File: config.mk
export PLATFORM = sky130hd
export DESIGN_NAME = ring_monitor
export DESIGN_NICKNAME = d
export VERILOG_FILES = /design/src/rtl/ring_monitor.sv
export SDC_FILE = /design/constraint.sdc
export NUM_CORES = 1
export LEC_CHECK = 0
export BUFFER_PORTS_ARGS = -buffer_cell sky130_fd_sc_hd__buf_4
export CAP_MARGIN = 25
export CORE_MARGIN = 4
export CORE_UTILIZATION = 62
export CTS_BUF_LIST = sky130_fd_sc_hd__clkbuf_4 sky130_fd_sc_hd__clkbuf_8
export DETAILED_ROUTE_END_ITERATION = 12
export PLACE_DENSITY = 0.95
export SKIP_CTS_REPAIR_TIMING = 1
export SLEW_MARGIN = 40
export SYNTH_ARGS = -nofsm -noshare
export SYNTH_HDL_FRONTEND = slang
export SYNTH_SLANG_ARGS = --single-unit
File: constraint.sdc
create_clock -name clk -period 5.3 [get_ports clk]
set_input_delay 0.795 -clock clk [delete_from_list [all_inputs] [get_ports clk]]
set_output_delay 0.795 -clock clk [all_outputs]
set_load 0.1 [all_outputs]
File: src/rtl/ring_monitor.sv
// Watches an upstream ring counter: locks onto a one-hot rotation, flags broken
// samples, counts completed revolutions and (saturating) error pulses.
module ring_monitor #(
  parameter int unsigned WIDTH = 4,
  parameter int unsigned REV_W = 8,
  parameter int unsigned ERR_W = 8
) (
  input  logic             clk,
  input  logic             reset,
  input  logic             sample_valid,
  input  logic [WIDTH-1:0] count,
  input  logic             mod,
  input  logic             load,
  output logic             locked,
  output logic             onehot_err,
  output logic             step_err,
  output logic             fault,
  output logic [REV_W-1:0] rev_count,
  output logic [ERR_W-1:0] err_count
);

  typedef enum logic [1:0] {
    IDLE  = 2'd0,
    SYNC  = 2'd1,
    TRACK = 2'd2,
    FAULT = 2'd3
  } state_t;

  state_t             state_q, state_d;
  logic [WIDTH-1:0]   prev_q, prev_d;
  logic               locked_q, locked_d;
  logic               onehot_err_q, onehot_err_d;
  logic               step_err_q, step_err_d;
  logic               fault_q, fault_d;
  logic [REV_W-1:0]   rev_q, rev_d;
  logic [ERR_W-1:0]   err_q, err_d;

  logic               is_onehot_c;
  logic [WIDTH-1:0]   expected_c;

  // Sample classification and expected next ring position
  always_comb begin
    is_onehot_c = (count != '0) && ((count & (count - WIDTH'(1))) == '0);
    expected_c  = mod ? {prev_q[WIDTH-2:0], prev_q[WIDTH-1]}
                      : {prev_q[0], prev_q[WIDTH-1:1]};
  end

  // Next-state, tracking and counter logic
  always_comb begin
    state_d      = state_q;
    prev_d       = prev_q;
    onehot_err_d = 1'b0;
    step_err_d   = 1'b0;
    rev_d        = rev_q;
    err_d        = err_q;

    if (sample_valid) begin
      if (!is_onehot_c) begin
        // Non-one-hot wins over load; FAULT absorbs it silently
        unique case (state_q)
          IDLE:    onehot_err_d = 1'b1;
          SYNC: begin
            state_d      = IDLE;
            onehot_err_d = 1'b1;
          end
          TRACK: begin
            state_d      = FAULT;
            onehot_err_d = 1'b1;
          end
          default: state_d = FAULT;
        endcase
      end else begin
        unique case (state_q)
          IDLE: begin
            state_d = SYNC;
            prev_d  = count;
          end
          SYNC: begin
            prev_d = count;
            if (!load && (count == expected_c)) state_d = TRACK;
          end
          TRACK: begin
            if (load) begin
              state_d = SYNC;
              prev_d  = count;
            end else if (count == expected_c) begin
              prev_d = count;
              if (count == WIDTH'(1)) rev_d = rev_q + REV_W'(1);
            end else begin
              state_d    = FAULT;
              step_err_d = 1'b1;
            end
          end
          default: begin
            if (load) begin
              state_d = SYNC;
              prev_d  = count;
            end
          end
        endcase
      end
    end

    if ((onehot_err_d || step_err_d) && (err_q != '1)) err_d = err_q + ERR_W'(1);

    locked_d = (state_d == TRACK);
    fault_d  = (state_d == FAULT);
  end

  always_ff @(posedge clk) begin
    if (!reset) begin
      state_q      <= IDLE;
      prev_q       <= '0;
      locked_q     <= 1'b0;
      onehot_err_q <= 1'b0;
      step_err_q   <= 1'b0;
      fault_q      <= 1'b0;
      rev_q        <= '0;
      err_q        <= '0;
    end else begin
      state_q      <= state_d;
      prev_q       <= prev_d;
      locked_q     <= locked_d;
      onehot_err_q <= onehot_err_d;
      step_err_q   <= step_err_d;
      fault_q      <= fault_d;
      rev_q        <= rev_d;
      err_q        <= err_d;
    end
  end

  assign locked     = locked_q;
  assign onehot_err = onehot_err_q;
  assign step_err   = step_err_q;
  assign fault      = fault_q;
  assign rev_count  = rev_q;
  assign err_count  = err_q;

endmodule

==> results of run 1 <==
[state kept, by name (all words and copies together) (netlist names)]
| register | count |
|---|---|
| err_count | 8 |
| step_err | 1 |
| prev_q | 4 |
| locked | 1 |
| rev_count | 8 |
| fault | 1 |
| onehot_err | 1 |
| state_q | 2 |
[critical path, stage by stage]
cell       delay [ns]
buf_4            0.15
and3b_1          0.17
o21bai_1         0.23
o221ai_4         0.22
a21oi_2          0.48
o2111ai_1        0.22
mux2i_1          0.15
[layout make-up]
| cell class | instances | area, µm² | share of cell area (%) |
|---|---|---|---|
| timing repair buffer | 28 | 210 | 11.4 |
| sequential | 26 | 520 | 28.2 |
| tap | 30 | 37.5 | 2.03 |
| multi-input combinational | 145 | 1020 | 55.4 |
| clock buffer | 4 | 36.3 | 1.96 |
| inverter | 5 | 18.8 | 1.02 |
[power by group]
group	switching (mW)	leakage [nW]	total, mW	internal, mW
logic	0.0525	0.546	0.0760	0.0235
registers	0.00737	0.210	0.207	0.200
clock network	0.0580	0.0210	0.100	0.0420
total	0.118	0.778	0.383	0.266
[final timing paths]
path	start	slack, ns	to
worst max register to register	prev_q[1]$_SDFFE_PN0P_	3.30	err_count[5]$_SDFFE_PN0P_
worst min register to register	rev_count[7]$_SDFFE_PN0P_	0.51	rev_count[7]$_SDFFE_PN0P_
worst max-delay path	count[0]	3.11	err_count[5]$_SDFFE_PN0P_
worst min-delay path	rev_count[7]$_SDFFE_PN0P_	0.51	rev_count[7]$_SDFFE_PN0P_
[through the flow]
| step | setup WS [ns] | cells | util, % |
|---|---|---|---|
| 6_report | 3.11 | 238 | 74.5 |
| 5_1_grt | 2.95 | 238 | 74.5 |
| 4_1_cts | 3.11 | 238 | 74.5 |
| 3_5_place_dp | 2.76 | 234 | 73.1 |
| 3_3_place_gp | 2.85 | 234 | 73.1 |
| 2_1_floorplan | 3.03 | 186 | - |
[synth_stat cells, drive strengths merged]
cell	number
nand3	9
o31ai	1
nand4b	1
nand2b	8
o21ba	1
buf	6
and4	1
and4b	1
a21boi	1
xor2	3
o211ai	4
a41o	1
o221ai	2
o2111ai	4
clkinv	1
nand3b	2
inv	4
o311ai	2
or4	1
nor2	11
and2	5
o21ai	4
and3	3
clkbuf	4
nand4	3
nor3	7
nor4bb	5
mux2i	10
nor3b	1
dfxtp	26
o21bai	3
ha	2
and3b	2
a21oi	5
nor4	2
a31oi	2
o41ai	2
a211o	2
o22ai	1
or3	2
nor4b	2
nand2	29
[layer usage]
layer | track usage (%) | part of all wire [%]
met1 | 31.2 | 44
met2 | 38.0 | 49
met3 | 3.05 | 5.3
met4 | 9.06 | 1.3
met5 | 0 | 0
[kinds of logic (layout without fill, tap and decap cells)]
family / Yosys count / in the layout / share of synthesized area [%]
xor+xnor: 3 / 3 / 1.62
fa+ha+maj: 2 / 2 / 1.55
mux: 10 / 10 / 6.18
simple gates: 95 / 95 / 34.1
compound gates: 35 / 35 / 19.8
flops: 26 / 26 / 32.1
buf+inv: 15 / 37 / 4.64
==> run metrics, run 1 <==
core area=2480 µm²; CP Launch Type=input pin; Slew headroom=65.9%; Max Freq=0.457 GHz; filler instances=194; count of cell types in the netlist=52; Crit Path Category=input pin to flip-flop; Final Skew=0.00592 ns; Ys Warns=0; R2R depth=6; diode count=0; first-pass GRT wire length=6370 µm; status=complete, no violations; worst hold path depth=2; Area Overhead vs Synth=14.1%; Cell Rows=18; port bufs=28; Yosys top cell area share=32.1%; Static Leak=0.778 nW; Slew @ Worst Pin=0.511 ns; hpwl dp=2670 µm; H-Tree Depth=1; die height=59.1 µm; Max Cap Viol=0; vias per cell=6.26; clk_lat worst skew=0.32 ns; WL per Instance=15.2 µm; HP Class=flip-flop to flip-flop; # nets final=220; Period Utilization, post-route=41.3%; Tot GR Track Use=23.3%; cell area after layout=1850 µm²; Worst-path clk slew=0.14 ns; Final Hold Viols=0; syn nets=197; GRT Residual Overflow=0; routed via count=1490; Max clock buf depth=2; vias in the first global route=1431; clk sinks=26; Overall Power=0.383 mW; die width=59.1 µm; power density cells=208 nW/µm²; Initial Util=65.4%; CP Data Arrival Time=2.41 ns; Slew Limit Fails=0; RSZ-0062 raised after global routing=false; placed inst area=1810 µm²; CTS tree=done; VDD IR-drop max=0.162 mV; sequential area share after synthesis=32.1%; Synth area leaders=dfxtp_1 (32%), nand2_1 (6.5%), mux2i_1 (6.2%), o221ai_4 (3.2%), nand2b_1 (3.1%); Yosys top cell by area=dfxtp_1; crit path time final=2.19 ns; TritonCTS buffer count=3; detailed-route DRC error count=0; post-synthesis register bit count=26; Root Buffer=clkbuf_4; Mapped Avg Cell Area=8.70 µm²; Cell Area, Synth=1620 µm²; drt first pass iters=4; initial antenna violation count=0; drt total wl=3620 µm; die area=3490 µm²; most frequent cells in the layout=nand2_1 (28), buf_4 (28), dfxtp_1 (26); drt first-iter violations=98; Worst setup EP type=flip-flop; Syn Inst Count=186; I/O pins=29; largest net degree at the start of global routing=37; setup violators final=0; final hold slack=0.505 ns; total negative slack=0 ns; share of cells above drive strength 1=20.7%; Post-DRT Antenna Nets=0; CP Max Fanout=12; GP Congestion=0.861; worst path required time=5.52 ns
Note: power is estimated with default switching activity, not from simulation.
==> run 2, diff against run 1 <==
--- a/config.mk
+++ b/config.mk
@@ -5,13 +5,14 @@
 export SDC_FILE = /design/constraint.sdc
 export NUM_CORES = 1
 export LEC_CHECK = 0
+export ABC_AREA = 1
 export BUFFER_PORTS_ARGS = -buffer_cell sky130_fd_sc_hd__buf_4
 export CAP_MARGIN = 25
 export CORE_MARGIN = 4
-export CORE_UTILIZATION = 62
+export CORE_UTILIZATION = 57
 export CTS_BUF_LIST = sky130_fd_sc_hd__clkbuf_4 sky130_fd_sc_hd__clkbuf_8
 export DETAILED_ROUTE_END_ITERATION = 12
-export PLACE_DENSITY = 0.95
+export PLACE_DENSITY = 0.92
 export SKIP_CTS_REPAIR_TIMING = 1
 export SLEW_MARGIN = 40
 export SYNTH_ARGS = -nofsm -noshare
==> constraint.sdc (replaced) <==
create_clock -name clk -period 2.1 [get_ports clk]
set_input_delay 0.315 -clock clk [delete_from_list [all_inputs] [get_ports clk]]
set_output_delay 0.315 -clock clk [all_outputs]
set_load 0.1 [all_outputs]
==> run 2 against run 1 <==
Net effect:
- core utilization down 2.8 points
- sequential cell count unchanged
- clock skew up 0.0047 ns
- critical endpoint is now err_count[0]$_SDFFE_PN0P_
- hold slack worse by 0.24 ns
- synthesized cell count up 23%
==> run metrics, run 2 <==
Worst setup EP type=flip-flop; Slew headroom=66.1% (+0.17 points); area of the multi-input gates=852 µm² (-17%); die width=59.0 µm (-0.20%); hpwl dp=2440 µm (-8.4%); CP Launch Type=flip-flop; Syn Inst Count=228 (+23%); most numerous cell in the Yosys netlist=nand2_1; Cell Rows=18 (unchanged); Crit Path Category=flip-flop to flip-flop; setup violators final=0 (unchanged); Root Buffer=clkbuf_4; drt total wl=3230 µm (-11%); worst path required time=2.38 ns (-3.14 ns); drt first pass iters=4 (unchanged); WL per Instance=11.2 µm (-26%); number of flops mapped to enable cells by yosys=0 (unchanged); Final Hold Viols=0 (unchanged); count of cell types in the netlist=24 (-54%); Ys Warns=0 (unchanged); Max Cap Viol=0 (unchanged); Period Utilization, post-route=77.2%; Static Leak=0.794 nW (+2.2%); sequential area share after synthesis=35.1% (+3.0 points); vias per cell=5.19 (-17%); port bufs=28 (unchanged); status=complete, no violations; Tot GR Track Use=20.2% (-3.2 points); core area=2480 µm² (unchanged); Yosys top cell area share=35.1% (+3.0 points); power density cells=606 nW/µm² (+190%); detailed-route DRC error count=0 (unchanged); Area Overhead vs Synth=19.9%; filler instances=212 (+9.3%); Final Skew=0.0106 ns (+0.00473 ns); FF+latch area=523 µm² (+0.48%); CTS tree=done; asr flop ratio synth=0% (unchanged); die area=3480 µm² (-0.41%); Yosys top cell by area=dfxtp_1; most common cell after layout, fill and taps aside=nand2_1; I/O pins=29 (unchanged); clk sinks=26 (unchanged); Post-DRT Antenna Nets=0 (unchanged); die height=59.0 µm (-0.20%); most frequent cells in the layout=nand2_1 (56), nor2_1 (40), buf_4 (28); largest net degree at the start of global routing=16 (-57%); total negative slack=0 ns (unchanged); Cell Area, Synth=1480 µm² (-8.5%); routed via count=1496 (+0.40%); Slew @ Worst Pin=0.505 ns (-0.00648 ns); crit path time final=1.62 ns; slack of the critical path=0.478 ns (-2.63 ns); VDD IR-drop max=0.446 mV (+180%); RSZ-0062 raised after global routing=false; Max clock buf depth=2 (unchanged); initial antenna violation count=0 (unchanged); Worst-path clk slew=0.15 ns (about the same); H-Tree Depth=1 (unchanged); share of cells above drive strength 1=19.8% (-0.91 points); HP Class=input pin to flip-flop; syn nets=239 (+21%); vias in the first global route=1288 (-10%); Place WS=0.478 ns (-2.29 ns); Slew Limit Fails=0 (unchanged); Layout Cells excl Fill=288 (+21%); CP Max Fanout=7 (-5); drt first-iter violations=92 (-6.1%); Max Freq=0.617 GHz; Synth area leaders=dfxtp_1 (35%), nand2_1 (14%), nor2_1 (10%), inv_1 (6.1%), nand3_1 (5.1%); post-synthesis register bit count=26 (unchanged); placed cells=284 (+21%); Initial Util=59.8% (-5.6 points); diode count=0 (unchanged); clk_lat worst skew=0.33 ns (about the same); Mapped Avg Cell Area=6.50 µm² (-25%); CP Data Arrival Time=1.90 ns (-0.51 ns); GP Congestion=0.873 (+1.4%); Primary FF master, synth=dfxtp_1; Post-synth top cells=nand2_1 (56), nor2_1 (40), dfxtp_1 (26); TritonCTS buffer count=3 (unchanged); first-pass GRT wire length=5510 µm (-13%); # nets final=270 (+23%); GRT Residual Overflow=0 (unchanged)
run 2: cells by family after synthesis:
kind of cell,count (synthesis),synth area share (%)
buf+inv,29,7.35
xor+xnor,9,5.32
simple gates,135,40.6
compound gates,27,9.88
flops,26,35.1
fa+ha+maj,2,1.69
run 2: final cells by class:
type	count	share of cell area, %
Clock inverter	1	1.69
Timing Repair Buffer	28	11.8
Sequential cell	26	29.4
Clock buffer	3	1.27
Tap cell	30	2.11
Multi-Input combinational cell	173	48.0
Inverter	27	5.70
run 2: per-stage QoR:
| stage | hold slack (ns) | area [µm²] | utilization (%) | total power, mW |
|---|---|---|---|---|
| 5_1_grt | 0.265 | 1780 | 71.7 | 1.12 |
| 2_1_floorplan | 0.476 | 1480 | - | 0.686 |
| 6_report | 0.266 | 1780 | 71.7 | 1.08 |
| 3_3_place_gp | 0.491 | 1720 | 69.6 | 0.736 |
| 4_1_cts | 0.256 | 1780 | 71.7 | 1.08 |
| 3_5_place_dp | 0.492 | 1720 | 69.6 | 0.739 |
run 2: critical path, cell delays in order, from the launching register on:
cell and delay (ns):
dfxtp_2 0.39, ha_1 0.20, nand3_1 0.12, nor2_1 0.19
nand2_1 0.22, a21boi_2 0.25, nand2_1 0.08, nand2_1 0.04
nor2_1 0.07
run 2: final timing paths:
| kind | startpoint | end | depth (start not counted) | slack [ns] |
|---|---|---|---|---|
| max | err_count[0]$_SDFFE_PN0P_ | err_count[0]$_SDFFE_PN0P_ | 8 | 0.48 |
| min | reset | err_count[0]$_SDFFE_PN0P_ | 3 | 0.27 |
| max reg2reg | err_count[0]$_SDFFE_PN0P_ | err_count[0]$_SDFFE_PN0P_ | 8 | 0.48 |
| min reg2reg | err_count[3]$_SDFFE_PN0P_ | err_count[3]$_SDFFE_PN0P_ | 2 | 0.51 |
run 2: power by group:
| part | switching (mW) | internal (mW) | leakage (nW) |
|---|---|---|---|
| clock network | 0.153 | 0.193 | 0.0279 |
| registers | 0.0137 | 0.510 | 0.212 |
| logic | 0.150 | 0.0573 | 0.555 |
| total | 0.316 | 0.760 | 0.794 |
run 2: per-layer routing:
layer,part of all wire [%],track usage [%],vias to the layer above
met4,1.4,8.09,0
met1,48,28.1,671
met5,0,0,-
met3,5.7,3.27,5
met2,45,30.9,40
li1,-,-,780
